## src/rtl/ram8_defs.vh

```
// Shared constants for the RAM8 storage stage: state encodings, geometry and
// the last clear index.
`ifndef RAM8_DEFS_VH
`define RAM8_DEFS_VH

`define RAM8_ST_IDLE  1'b0
`define RAM8_ST_CLR   1'b1
`define RAM8_WIDTH    16
`define RAM8_DEPTH    8
`define RAM8_CLR_LAST 3'd7

`endif

```

## src/rtl/ram8_clear_16bit_pkg.sv

```systemverilog
// Types and constants shared by the ram8_clear_16bit block and its read mux.
// Values come from ram8_defs.vh so every level of the RAM hierarchy agrees.
`include "ram8_defs.vh"

package ram8_clear_16bit_pkg;

    localparam int RAM8_WIDTH_C = `RAM8_WIDTH;
    localparam int RAM8_DEPTH_C = `RAM8_DEPTH;
    localparam logic [2:0] RAM8_CLR_LAST_C = `RAM8_CLR_LAST;

    typedef enum logic {
        ST_IDLE = `RAM8_ST_IDLE,
        ST_CLR  = `RAM8_ST_CLR
    } ram8_state_e;

endpackage

```

## src/rtl/ram8_clear_16bit_mux.sv

```systemverilog
// 8-way, 16-bit combinational read multiplexer (Mux8way16bit) used as the
// read path of the RAM8 storage stage.
module Mux8way16bit (
    input  logic [15:0] in0,
    input  logic [15:0] in1,
    input  logic [15:0] in2,
    input  logic [15:0] in3,
    input  logic [15:0] in4,
    input  logic [15:0] in5,
    input  logic [15:0] in6,
    input  logic [15:0] in7,
    input  logic [2:0]  sel,
    output logic [15:0] out
);

    always_comb begin
        out = in0;
        case (sel)
            3'd0: out = in0;
            3'd1: out = in1;
            3'd2: out = in2;
            3'd3: out = in3;
            3'd4: out = in4;
            3'd5: out = in5;
            3'd6: out = in6;
            3'd7: out = in7;
            default: out = in0;
        endcase
    end

endmodule

```

## src/rtl/ram8_clear_16bit.sv

```systemverilog
// Eight-word x 16-bit register bank with combinational read and a bulk-clear
// sequencer; optional per-word parity when RAM8_PARITY_EN is defined.
module ram8_clear_16bit
    import ram8_clear_16bit_pkg::*;
#(
    parameter int WIDTH = RAM8_WIDTH_C,
    parameter int DEPTH = RAM8_DEPTH_C
) (
    input  logic        clk,
    input  logic        reset,
    input  logic [15:0] in,
    input  logic        load,
    input  logic [2:0]  address,
    input  logic        clear,
`ifdef RAM8_PARITY_EN
    input  logic        parity_inject,
    output logic        parity_err,
`endif
    output logic [15:0] out,
    output logic        busy
);

    ram8_state_e      state_q, state_d;
    logic [2:0]       clr_ptr_q, clr_ptr_d;
    logic [WIDTH-1:0] words_q [DEPTH];
    logic [WIDTH-1:0] words_d [DEPTH];
`ifdef RAM8_PARITY_EN
    logic [DEPTH-1:0] par_q, par_d;
`endif

    always_comb begin
        state_d   = state_q;
        clr_ptr_d = clr_ptr_q;
        words_d   = words_q;
`ifdef RAM8_PARITY_EN
        par_d     = par_q;
`endif
        case (state_q)
            ST_IDLE: begin
                // A load on the same edge as clear still lands; the sweep
                // zeroes it later.
                if (load) begin
                    words_d[address] = in;
`ifdef RAM8_PARITY_EN
                    par_d[address] = (^in) ^ parity_inject;
`endif
                end
                if (clear) begin
                    state_d   = ST_CLR;
                    clr_ptr_d = 3'd0;
                end
            end
            ST_CLR: begin
                words_d[clr_ptr_q] = '0;
`ifdef RAM8_PARITY_EN
                par_d[clr_ptr_q] = 1'b0;
`endif
                clr_ptr_d = clr_ptr_q + 3'd1;
                if (clr_ptr_q == RAM8_CLR_LAST_C) begin
                    state_d = ST_IDLE;
                end
            end
            default: begin
                state_d   = ST_IDLE;
                clr_ptr_d = 3'd0;
            end
        endcase
    end

    always_ff @(posedge clk or posedge reset) begin
        if (reset) begin
            state_q   <= ST_IDLE;
            clr_ptr_q <= 3'd0;
            for (int i = 0; i < DEPTH; i++) begin
                words_q[i] <= '0;
            end
`ifdef RAM8_PARITY_EN
            par_q <= '0;
`endif
        end else begin
            state_q   <= state_d;
            clr_ptr_q <= clr_ptr_d;
            words_q   <= words_d;
`ifdef RAM8_PARITY_EN
            par_q     <= par_d;
`endif
        end
    end

    assign busy = (state_q == ST_CLR);

    Mux8way16bit u_mux (
        .in0 (words_q[0]),
        .in1 (words_q[1]),
        .in2 (words_q[2]),
        .in3 (words_q[3]),
        .in4 (words_q[4]),
        .in5 (words_q[5]),
        .in6 (words_q[6]),
        .in7 (words_q[7]),
        .sel (address),
        .out (out)
    );

`ifdef RAM8_PARITY_EN
    assign parity_err = (^words_q[address]) ^ par_q[address];
`endif

endmodule
```

## config.mk

```make
export PLATFORM = sky130hd
export DESIGN_NAME = ram8_clear_16bit
export DESIGN_NICKNAME = d
export VERILOG_FILES = /design/src/rtl/ram8_clear_16bit_pkg.sv /design/src/rtl/ram8_clear_16bit_mux.sv /design/src/rtl/ram8_clear_16bit.sv
export VERILOG_INCLUDE_DIRS = /design/src /design/src/rtl
export SDC_FILE = /design/constraint.sdc
export NUM_CORES = 1
export LEC_CHECK = 0
export ABC_AREA = 1
export BUFFER_PORTS_ARGS = -buffer_cell sky130_fd_sc_hd__buf_2
export CAP_MARGIN = 0
export CORE_MARGIN = 1
export CORE_UTILIZATION = 60
export CTS_CLUSTER_DIAMETER = 40
export CTS_CLUSTER_SIZE = 25
export DETAILED_ROUTE_END_ITERATION = 10
export PLACE_DENSITY = 0.79
export RECOVER_POWER = 100
export SYNTH_ARGS = -nofsm -noshare
export SYNTH_HDL_FRONTEND = slang
export SYNTH_SLANG_ARGS = --single-unit
```

## constraint.sdc

```tcl
create_clock -name clk -period 5.95 [get_ports clk]
set_clock_uncertainty 0.2 [all_clocks]
set_input_delay 0.595 -clock clk [delete_from_list [all_inputs] [get_ports clk]]
set_output_delay 0.595 -clock clk [all_outputs]
set_load 0.005 [all_outputs]
```

==> results of run 1 <==
-- critical path: stages --
cell	delay [ns]
clkbuf_1	0.84
buf_4	0.47
nand3_1	0.70
nor2_1	0.30
nor2_1	0.07
nand3_1	0.10
clkbuf_1	0.14
-- how the worst min path moves through the flow --
stage | to | slack (ns)
6_report | words_q[66] | 0.09
5_1_grt | words_q[66] | 0.08
4_1_cts | words_q[65] | 0.08
3_5_place_dp | words_q[49] | 0.30
3_3_place_gp | words_q[33] | 0.29
2_1_floorplan | words_q[79] | 0.27
-- state kept, by name, indices dropped and copies added, names as in the netlist --
register / cells
words_q: 128
clr_ptr_q: 3
busy: 1
-- power by group through the flow --
stage               combinational, mW  clock, mW  sequential, mW
finish                          0.575       1.07            1.28
global route                    0.659       1.12            1.30
CTS                             0.594       1.08            1.27
detailed placement              0.585          0            1.29
global placement                0.559          0            1.27
floorplan                       0.441          0            1.24
-- metal layers --
layer	vias to the layer above	share of wire
met1	2832	0.39
met5	-	0
met2	256	0.50
met4	0	0.050
li1	2709	-
met3	57	0.061
-- final cells by class --
cell class | count | area (sq um)
inverters | 62 | 236
multi-input cells | 537 | 2590
clock inverters | 12 | 154
clock buffers | 20 | 455
repair buffers | 44 | 215
flip-flops and latches | 132 | 3300
fillers | 895 | 3340
well taps | 136 | 170
-- stage by stage --
| stage | utilization | total power, mW |
|---|---|---|
| after global placement | 0.631 | 1.83 |
| after detailed placement | 0.631 | 1.87 |
| after floorplan | - | 1.68 |
| final | 0.681 | 2.92 |
| after global routing | 0.681 | 3.07 |
| after CTS | 0.690 | 2.94 |
-- synthesized netlist by cell type --
cell	n
a21oi_1	1
buf_1	4
buf_2	30
buf_4	3
buf_6	9
clkbuf_1	13
dfrtp_1	132
ha_1	2
inv_1	55
inv_2	6
inv_4	1
nand2_1	125
nand2_2	2
nand3_1	162
nand3_2	3
nand3_4	1
nand4_1	64
nand4_4	1
nor2_1	54
nor2_2	2
nor2_4	2
nor3_4	1
o21ai_0	75
o21ai_1	33
o21ai_2	8
or2_1	1
-- cell families after synthesis --
family | synth area share
compound gates | 0.0941
flops | 0.505
buf+inv | 0.0876
simple gates | 0.309
fa+ha+maj | 0.00383
==> impl_results.md, run 1 <==
- Status: complete, but fails checks
- Failing checks: capacitance limit, slew limit
- Root buffer cell: clkbuf_8
- Fin crit period: 4.03 ns
- Max rail drop VDD: 0.273 mV
- CP Class: in2out
- PD cells: 409 nW/um^2
- Final WL: 17.5 mm
- Flop pwr share: 0.438
- R2r setup slk: 3.25 ns
- Clk slew on worst S/H paths: 0.06 ns
- Initial Utilization: 0.625
- Congestion Overflow GR: 0
- Drt pass-1 iters: 6
- Switching Fraction: 0.322
- CTS tree: done
- Synth Instances: 790
- Worst min path class: in2reg
- CTS Sinks: 132
- Critical path required time: 5.16 ns
- Syn-to-layout area delta: 8.92%
- Nets: 819
- Final worst-path cycle share: 0.677
- Antenna diode count: 0
- Switching power: 940 uW
- Gr busiest metal: met2
- Syn_area_per_cell: 8.28 sq um
- Worst hold stages: 3
- Syn Nets: 815
- Reg2reg end: words_q[87]
- Reg2Reg Depth: 4
- Post-synthesis sequential area ratio: 0.505
- Drt first-iter violations: 558
- Vias per cell: 6.21
- Slew headroom: -1.49
- Post-synth cell types: 26
- Startpoint types: input port
- H-tree depth: 4
- Hold buffers post-CTS: 0
- Slew @ Worst Pin: 3.71 ns
- Max Clk Rate: 248 MHz
- Site row count: 37
- Core area: 10500 sq um
- WL/cell: 18.5 microns
- Post-route setup slack: 1.92 ns
- DRT antenna net count: 0
- Setup tns final: 0 ns
- Vias in the first global route: 5689
- HPWL reported at the end of detailed placement: 11.6 mm
- Finish-stage setup viols: 0
- Total track usage: 0.339
- Top cells by area, synth: dfrtp_1 51%, nand3_1 12%, nand2_1 7.2%
- Hold path start: in[2]
- Chip width: 106 microns
- Share of cells above drive strength 1: 0.0967
- Initial antenna violation count: 0
- CTS max path bufs: 2
- Synth Cell Area: 6540 sq um
- Total setup buffers inserted after CTS: 0
- R2r startpoint: busy
- Comb power frac: 0.197
- Worst slack, placed: 2.81 ns
- Slew Limit Fails: 103
- Commonest non-fill, non-tap cells in the layout: 166 x nand3_1, 132 x dfrtp_1, 126 x nand2_1
- Yosys reg bits: 132
- Number of buffers created by CTS: 17
- Pin count of the biggest net entering global routing: 86
- GP Congestion: 0.869
- Setup crit start: address[2]
- Die area: 11300 sq um
- Ys Warns: 0
- Finished Layout Cells: 943
- Crit end category: output pin
- Synth top area share: 0.505
- Met1 usage: 0.411
- Data arrival time of the worst path: 3.23 ns
- Clock power share: 0.365
- PostCTS Resize Cnt: 0
- Max FO, Critical Path: 29
- # IOs: 40
- First-pass GRT wire length: 28.7 mm
- Final Instance Area: 7120 sq um
- Cell taking the most area after synthesis: dfrtp_1
- Vias: 5854
- Met2 Use GR: 0.553
- Port bufs: 39
- M3 GR Usage: 0.0815
- Latest clock arrival within the worst-skew pair: 0.54 ns
- Worst hold slack: 0.0891 ns
- Leakage power: 3.45 nW
- Placement Cell Area: 6610 sq um
- Commonest non-fill, non-tap cell in the layout: nand3_1
- Die height: 106 microns
- Final hold violation count: 0
- Inst Count DP: 911
- RSZ-0062 raised after global routing: false
- Drt drc: 0
- Internal power: 1.98 mW
- Setup crit end: out[8]
- Max cap viols: 2
(Power assumes the default switching activity.)
==> run 2: changes to the inputs <==
--- a/config.mk
+++ b/config.mk
@@ -10,11 +10,11 @@
 export BUFFER_PORTS_ARGS = -buffer_cell sky130_fd_sc_hd__buf_2
 export CAP_MARGIN = 0
 export CORE_MARGIN = 1
-export CORE_UTILIZATION = 60
+export CORE_UTILIZATION = 55
 export CTS_CLUSTER_DIAMETER = 40
 export CTS_CLUSTER_SIZE = 25
 export DETAILED_ROUTE_END_ITERATION = 10
-export PLACE_DENSITY = 0.79
+export PLACE_DENSITY = 0.76
 export RECOVER_POWER = 100
 export SYNTH_ARGS = -nofsm -noshare
 export SYNTH_HDL_FRONTEND = slang
==> constraint.sdc (replaced) <==
create_clock -name clk -period 3.4 [get_ports clk]
set_clock_uncertainty 0.2 [all_clocks]
set_input_delay 0.34 -clock clk [delete_from_list [all_inputs] [get_ports clk]]
set_output_delay 0.34 -clock clk [all_outputs]
set_load 0.005 [all_outputs]
==> impl_results.md, run 2 (synthesized netlist as in run 1, its figures left out) <==
- Die height: 111 microns
- Core area: 11500 sq um
- Total track usage: 0.298
- CP Class: in2reg
- Clock power share: 0.363
- Drt drc: 6
- Placement Cell Area: 6640 sq um
- Initial antenna violation count: 0
- Setup tns final: 0 ns
- Register name with the most flops: words_q
- Latest clock arrival within the worst-skew pair: 0.42 ns
- Initial Utilization: 0.568
- Reg2Reg Depth: 7
- PD cells: 693 nW/um^2
- Register area: 3300 sq um
- # IOs: 40
- Switching Fraction: 0.316
- Largest register FFs: 128
- Crit-path slowest cell: nand2_1
- Max Clk Rate: 366 MHz
- Worst hold stages: 2
- WL/cell: 17.8 microns
- Hold path start: words_q[70]
- Port bufs: 39
- Final Instance Area: 7340 sq um
- GP Congestion: 0.885
- Final worst-path cycle share: 0.803
- Data arrival time of the worst path: 2.84 ns
- Die area: 12300 sq um
- Total Power: 5.09 mW
- Syn-to-layout area delta: 12.2%
- Hold Path End: words_q[70]
- First-pass GRT wire length: 28.1 mm
- Vias per cell: 6.03
- Pin count of the biggest net entering global routing: 108
- Nets: 838
- Reg2reg end: words_q[75]
- Drt first-iter violations: 572
- Slew Limit Fails: 0
- Status: complete, but fails checks
- H-tree depth: 4
- Chip width: 111 microns
- Congestion Overflow GR: 0
- Startpoint types: input port
- Drt pass-1 iters: 9
- CTS Sinks: 132
- Worst slack, placed: 0.907 ns
- Share of cells above drive strength 1: 0.0993
- Root buffer cell: clkbuf_16
- Post-route setup slack: 0.671 ns
- Worst min path class: reg2reg
- RSZ-0062 raised after global routing: false
- Fin crit period: 2.73 ns
- Finish-stage setup viols: 0
- Commonest non-fill, non-tap cells in the layout: 165 x nand3_1, 132 x dfrtp_1, 126 x nand2_1
- Number of buffers created by CTS: 17
- Vias in the first global route: 5534
- R2r startpoint: busy
- Total setup buffers inserted after CTS: 0
- HPWL reported at the end of detailed placement: 11.6 mm
- Switching power: 1.61 mW
- Critical path required time: 3.51 ns
- Max rail drop VDD: 0.445 mV
- Slew @ Worst Pin: 1.17 ns
- Crit end category: flip-flop
- Comb power frac: 0.201
- Slew headroom: 0.214
- Leakage power: 3.56 nW
- Max cap viols: 0
- Failing checks: DRC
- Flop pwr share: 0.437
- Crit-path leading delay family: simple AND/OR/NAND/NOR gates
- Hold buffers post-CTS: 18
- Max incr delay on CP: 0.71 ns
- Final hold violation count: 0
- Max FO, Critical Path: 32
- Fillers: 985
- Clk slew on worst S/H paths: 0.06 ns
- Internal power: 3.48 mW
- CTS max path bufs: 2
- DRT antenna net count: 0
- PostCTS Resize Cnt: 0
- R2r setup slk: 0.71 ns
- Critical path, cell by cell: buf_2, clkbuf_2, nor3_4, nand2_1, o21ai_0
- CTS tree: done
- Area taken by multi-input logic gates: 2600 sq um
- Commonest non-fill, non-tap cell in the layout: nand3_1
- Antenna diode count: 0
- Site row count: 39
- Number of buffers and inverters on the critical path: 2
- Final WL: 17.3 mm
- Vias: 5847
- Final core occ: 0.637
run 2: cell count changes in the layout (fill, tap and decap cells not counted), sizes merged:
cell,before,now
dlygate4sd3,0,18
clkinv,6,7
buf,33,38
clkinvlp,4,2
clkbuf,31,28
run 2: how the worst max path moves through the flow:
| stage | from | endpoint | depth (start not counted) |
|---|---|---|---|
| after floorplan | reset | busy | 1 |
| after global placement | address[2] | out[10] | 7 |
| after detailed placement | address[2] | words_q[123] | 6 |
| after CTS | address[2] | out[13] | 7 |
| after global routing | busy | words_q[75] | 7 |
| final | address[2] | words_q[123] | 5 |
run 2: cell type report:
class / count / area share
sequential: 132 / 0.450
multi-input combinational: 537 / 0.355
clock buffer: 21 / 0.0628
timing repair buffer: 63 / 0.0578
inverter: 62 / 0.0322
tap: 143 / 0.0244
clock inverter: 11 / 0.0181
run 2: worst reg2reg max path, delay by kind of cell (launching register included):
kind          cells  cell delay (ns)
buf+inv           3             0.97
flops             1             0.46
simple gates      4             1.01
run 2: per-layer routing:
metal  track usage  up-vias  wire, microns
met5             0        -              0
met4         0.154        0            595
met3        0.0519       39            907
met2         0.505      231           8610
met1         0.367     2839           7180
li1              -     2738              -
run 2: stage by stage:
stage / std cells / hold WS [ns]
2_1_floorplan: 790 / 0.257
3_3_place_gp: 919 / 0.215
3_5_place_dp: 919 / 0.230
4_1_cts: 969 / 0.305
5_1_grt: 969 / 0.331
6_report: 969 / 0.304
run 2: power by group through the flow:
stage / registers [mW] / clock network [mW] / logic [mW]
floorplan: 2.16 / 0 / 0.772
global placement: 2.21 / 0 / 0.994
detailed placement: 2.24 / 0 / 1.03
CTS: 2.21 / 1.86 / 1.05
global route: 2.26 / 1.92 / 1.16
finish: 2.22 / 1.84 / 1.02
==> run 3: changes to the inputs <==
--- a/config.mk
+++ b/config.mk
@@ -10,11 +10,11 @@
 export BUFFER_PORTS_ARGS = -buffer_cell sky130_fd_sc_hd__buf_2
 export CAP_MARGIN = 0
 export CORE_MARGIN = 1
-export CORE_UTILIZATION = 55
+export CORE_UTILIZATION = 60
 export CTS_CLUSTER_DIAMETER = 40
 export CTS_CLUSTER_SIZE = 25
 export DETAILED_ROUTE_END_ITERATION = 10
-export PLACE_DENSITY = 0.76
+export PLACE_DENSITY = 0.79
 export RECOVER_POWER = 100
 export SYNTH_ARGS = -nofsm -noshare
 export SYNTH_HDL_FRONTEND = slang
==> constraint.sdc (replaced) <==
create_clock -name clk -period 2.6 [get_ports clk]
set_clock_uncertainty 0.2 [all_clocks]
set_input_delay 0.26 -clock clk [delete_from_list [all_inputs] [get_ports clk]]
set_output_delay 0.26 -clock clk [all_outputs]
set_load 0.005 [all_outputs]
==> impl_results.md, run 3 (synthesized netlist as in run 1, its figures left out) <==
- Status: complete, but fails checks
- Failing checks: capacitance limit, slew limit
- Gr busiest metal: met2
- Crit end category: output pin
- Root buffer cell: clkbuf_8
- Largest register FFs: 128
- R2r setup slk: 0.26 ns
- Startpoint types: input port
- Met1 usage: 0.430
- Switching Fraction: 0.326
- Clk slew on worst S/H paths: 0.06 ns
- Antenna diode count: 0
- Clock power share: 0.357
- Core area: 10500 sq um
- Commonest non-fill, non-tap cells in the layout: 162 x nand3_1, 132 x dfrtp_1, 125 x nand2_1
- Port bufs: 39
- Syn-to-layout area delta: 12.9%
- PD cells: 903 nW/um^2
- Final hold violation count: 0
- CTS max path bufs: 2
- Worst min path class: in2reg
- Switching power: 2.17 mW
- Chip width: 106 microns
- Comb power frac: 0.205
- Fin crit period: 2.37 ns
- Slew @ Worst Pin: 1.59 ns
- Drt pass-1 iters: 6
- Vias per cell: 6.21
- Crit-path leading delay family: buffers and inverters
- Drt first-iter violations: 669
- Site row count: 37
- Max Clk Rate: 422 MHz
- Congestion Overflow GR: 0
- Commonest non-fill, non-tap cell in the layout: nand3_1
- Final WL: 18.5 mm
- CTS Sinks: 132
- CP most frequent cell: nor2_1
- Initial Utilization: 0.625
- Finish-stage setup viols: 0
- Nets: 843
- Total Power: 6.67 mW
- Max incr delay on CP: 0.45 ns
- Crit-path slowest cell: inv_2
- Finished Layout Cells: 966
- Vias in the first global route: 5875
- Final worst-path cycle share: 0.911
- CP Class: in2out
- Flop pwr share: 0.438
- WL/cell: 19.2 microns
- Latest clock arrival within the worst-skew pair: 0.54 ns
- Initial antenna violation count: 0
- First-pass GRT wire length: 30.1 mm
- Setup tns final: 0 ns
- HPWL reported at the end of detailed placement: 12.0 mm
- Internal power: 4.49 mW
- Pin count of the biggest net entering global routing: 37
- Die height: 106 microns
- Total track usage: 0.353
- Slew Limit Fails: 31
- Leakage power: 3.57 nW
- CTS tree: done
- # IOs: 40
- GP Congestion: 0.935
- Register name with the most flops: words_q
- M3 GR Usage: 0.0687
- Share of cells above drive strength 1: 0.108
- Met2 Use GR: 0.588
- RSZ-0062 raised after global routing: false
- Number of buffers created by CTS: 17
- Worst hold slack: 0.239 ns
- Inst Count DP: 917
- Max FO, Critical Path: 28
- Slew headroom: -0.0674
- Number of buffers and inverters on the critical path: 3
- PostCTS Resize Cnt: 0
- Vias: 6000
- Worst slack, placed: 0.212 ns
- H-tree depth: 4
- Max cap viols: 1
- Post-route setup slack: 0.230 ns
- DRT antenna net count: 0
- Critical path, cell by cell: clkbuf_2, inv_2, nand3_4, nor2_1, nor2_1, nand3_1, buf_2
- Drt drc: 0
- Max rail drop VDD: 0.679 mV
- Critical path required time: 2.14 ns
- Data arrival time of the worst path: 1.91 ns
- Die area: 11300 sq um
-- run 3: changes by cell type in the layout (fill, tap and decap cells not counted), moves of 2 or more --
cell / delta
buf_2: -3
buf_4: +2
clkbuf_1: +2
clkbuf_2: +2
clkbuf_8: +4
clkinv_2: -4
inv_1: -2
inv_2: +3
nand3_1: -3
nand3_2: +3
o21ai_0: +6
o21ai_1: -6
-- run 3: stage by stage --
step	area (sq um)	util
after floorplan	6540	-
after global placement	6720	0.642
after detailed placement	6720	0.642
after CTS	7480	0.715
after global routing	7380	0.705
final	7380	0.705
-- run 3: what timing repair did --
action                                  in CTS  in global routing
buffers inserted                             0                  0
hold endpoints to repair                   154                  0
hold buffers                                18                  0
endpoints found under the setup margin       0                  0
-- run 3: path summary, 6_finish.rpt --
| check | startpoint | end | cells past startpoint |
|---|---|---|---|
| min reg2reg | words_q[25] | words_q[25] | 2 |
| max | address[0] | out[10] | 7 |
| max in group asynchronous | reset | words_q[68] | 4 |
| min | load | words_q[95] | 4 |
| max reg2reg | busy | words_q[68] | 7 |
| min in group asynchronous | reset | words_q[106] | 3 |
-- run 3: power groups by stage --
stage / Clock [mW] / Sequential, mW / Combinational [mW]
3_5_place_dp: 0 / 2.94 / 1.37
5_1_grt: 2.47 / 2.97 / 1.55
3_3_place_gp: 0 / 2.91 / 1.31
4_1_cts: 2.38 / 2.90 / 1.41
2_1_floorplan: 0 / 2.83 / 1.01
6_report: 2.38 / 2.92 / 1.37
-- run 3: routing by layer --
| layer | part of all wire | up-vias | wire, microns |
|---|---|---|---|
| met5 | 0 | - | 0 |
| met1 | 0.39 | 2896 | 7190 |
| met3 | 0.063 | 72 | 1170 |
| met2 | 0.50 | 280 | 9260 |
| met4 | 0.048 | 0 | 896 |
| li1 | - | 2752 | - |
-- run 3: tightest hold or removal path: stages --
cell and delay, ns:
buf_2 0.10, nand2_2 0.16, o21ai_2 0.23, o21ai_0 0.19
-- run 3: layout make-up --
cell class,count,area [sq um]
fill,833,3080
clock buffer,23,487
multi-input combinational,537,2620
inverter,62,234
sequential,132,3300
timing repair buffer,68,465
tap,136,170
clock inverter,8,98.8
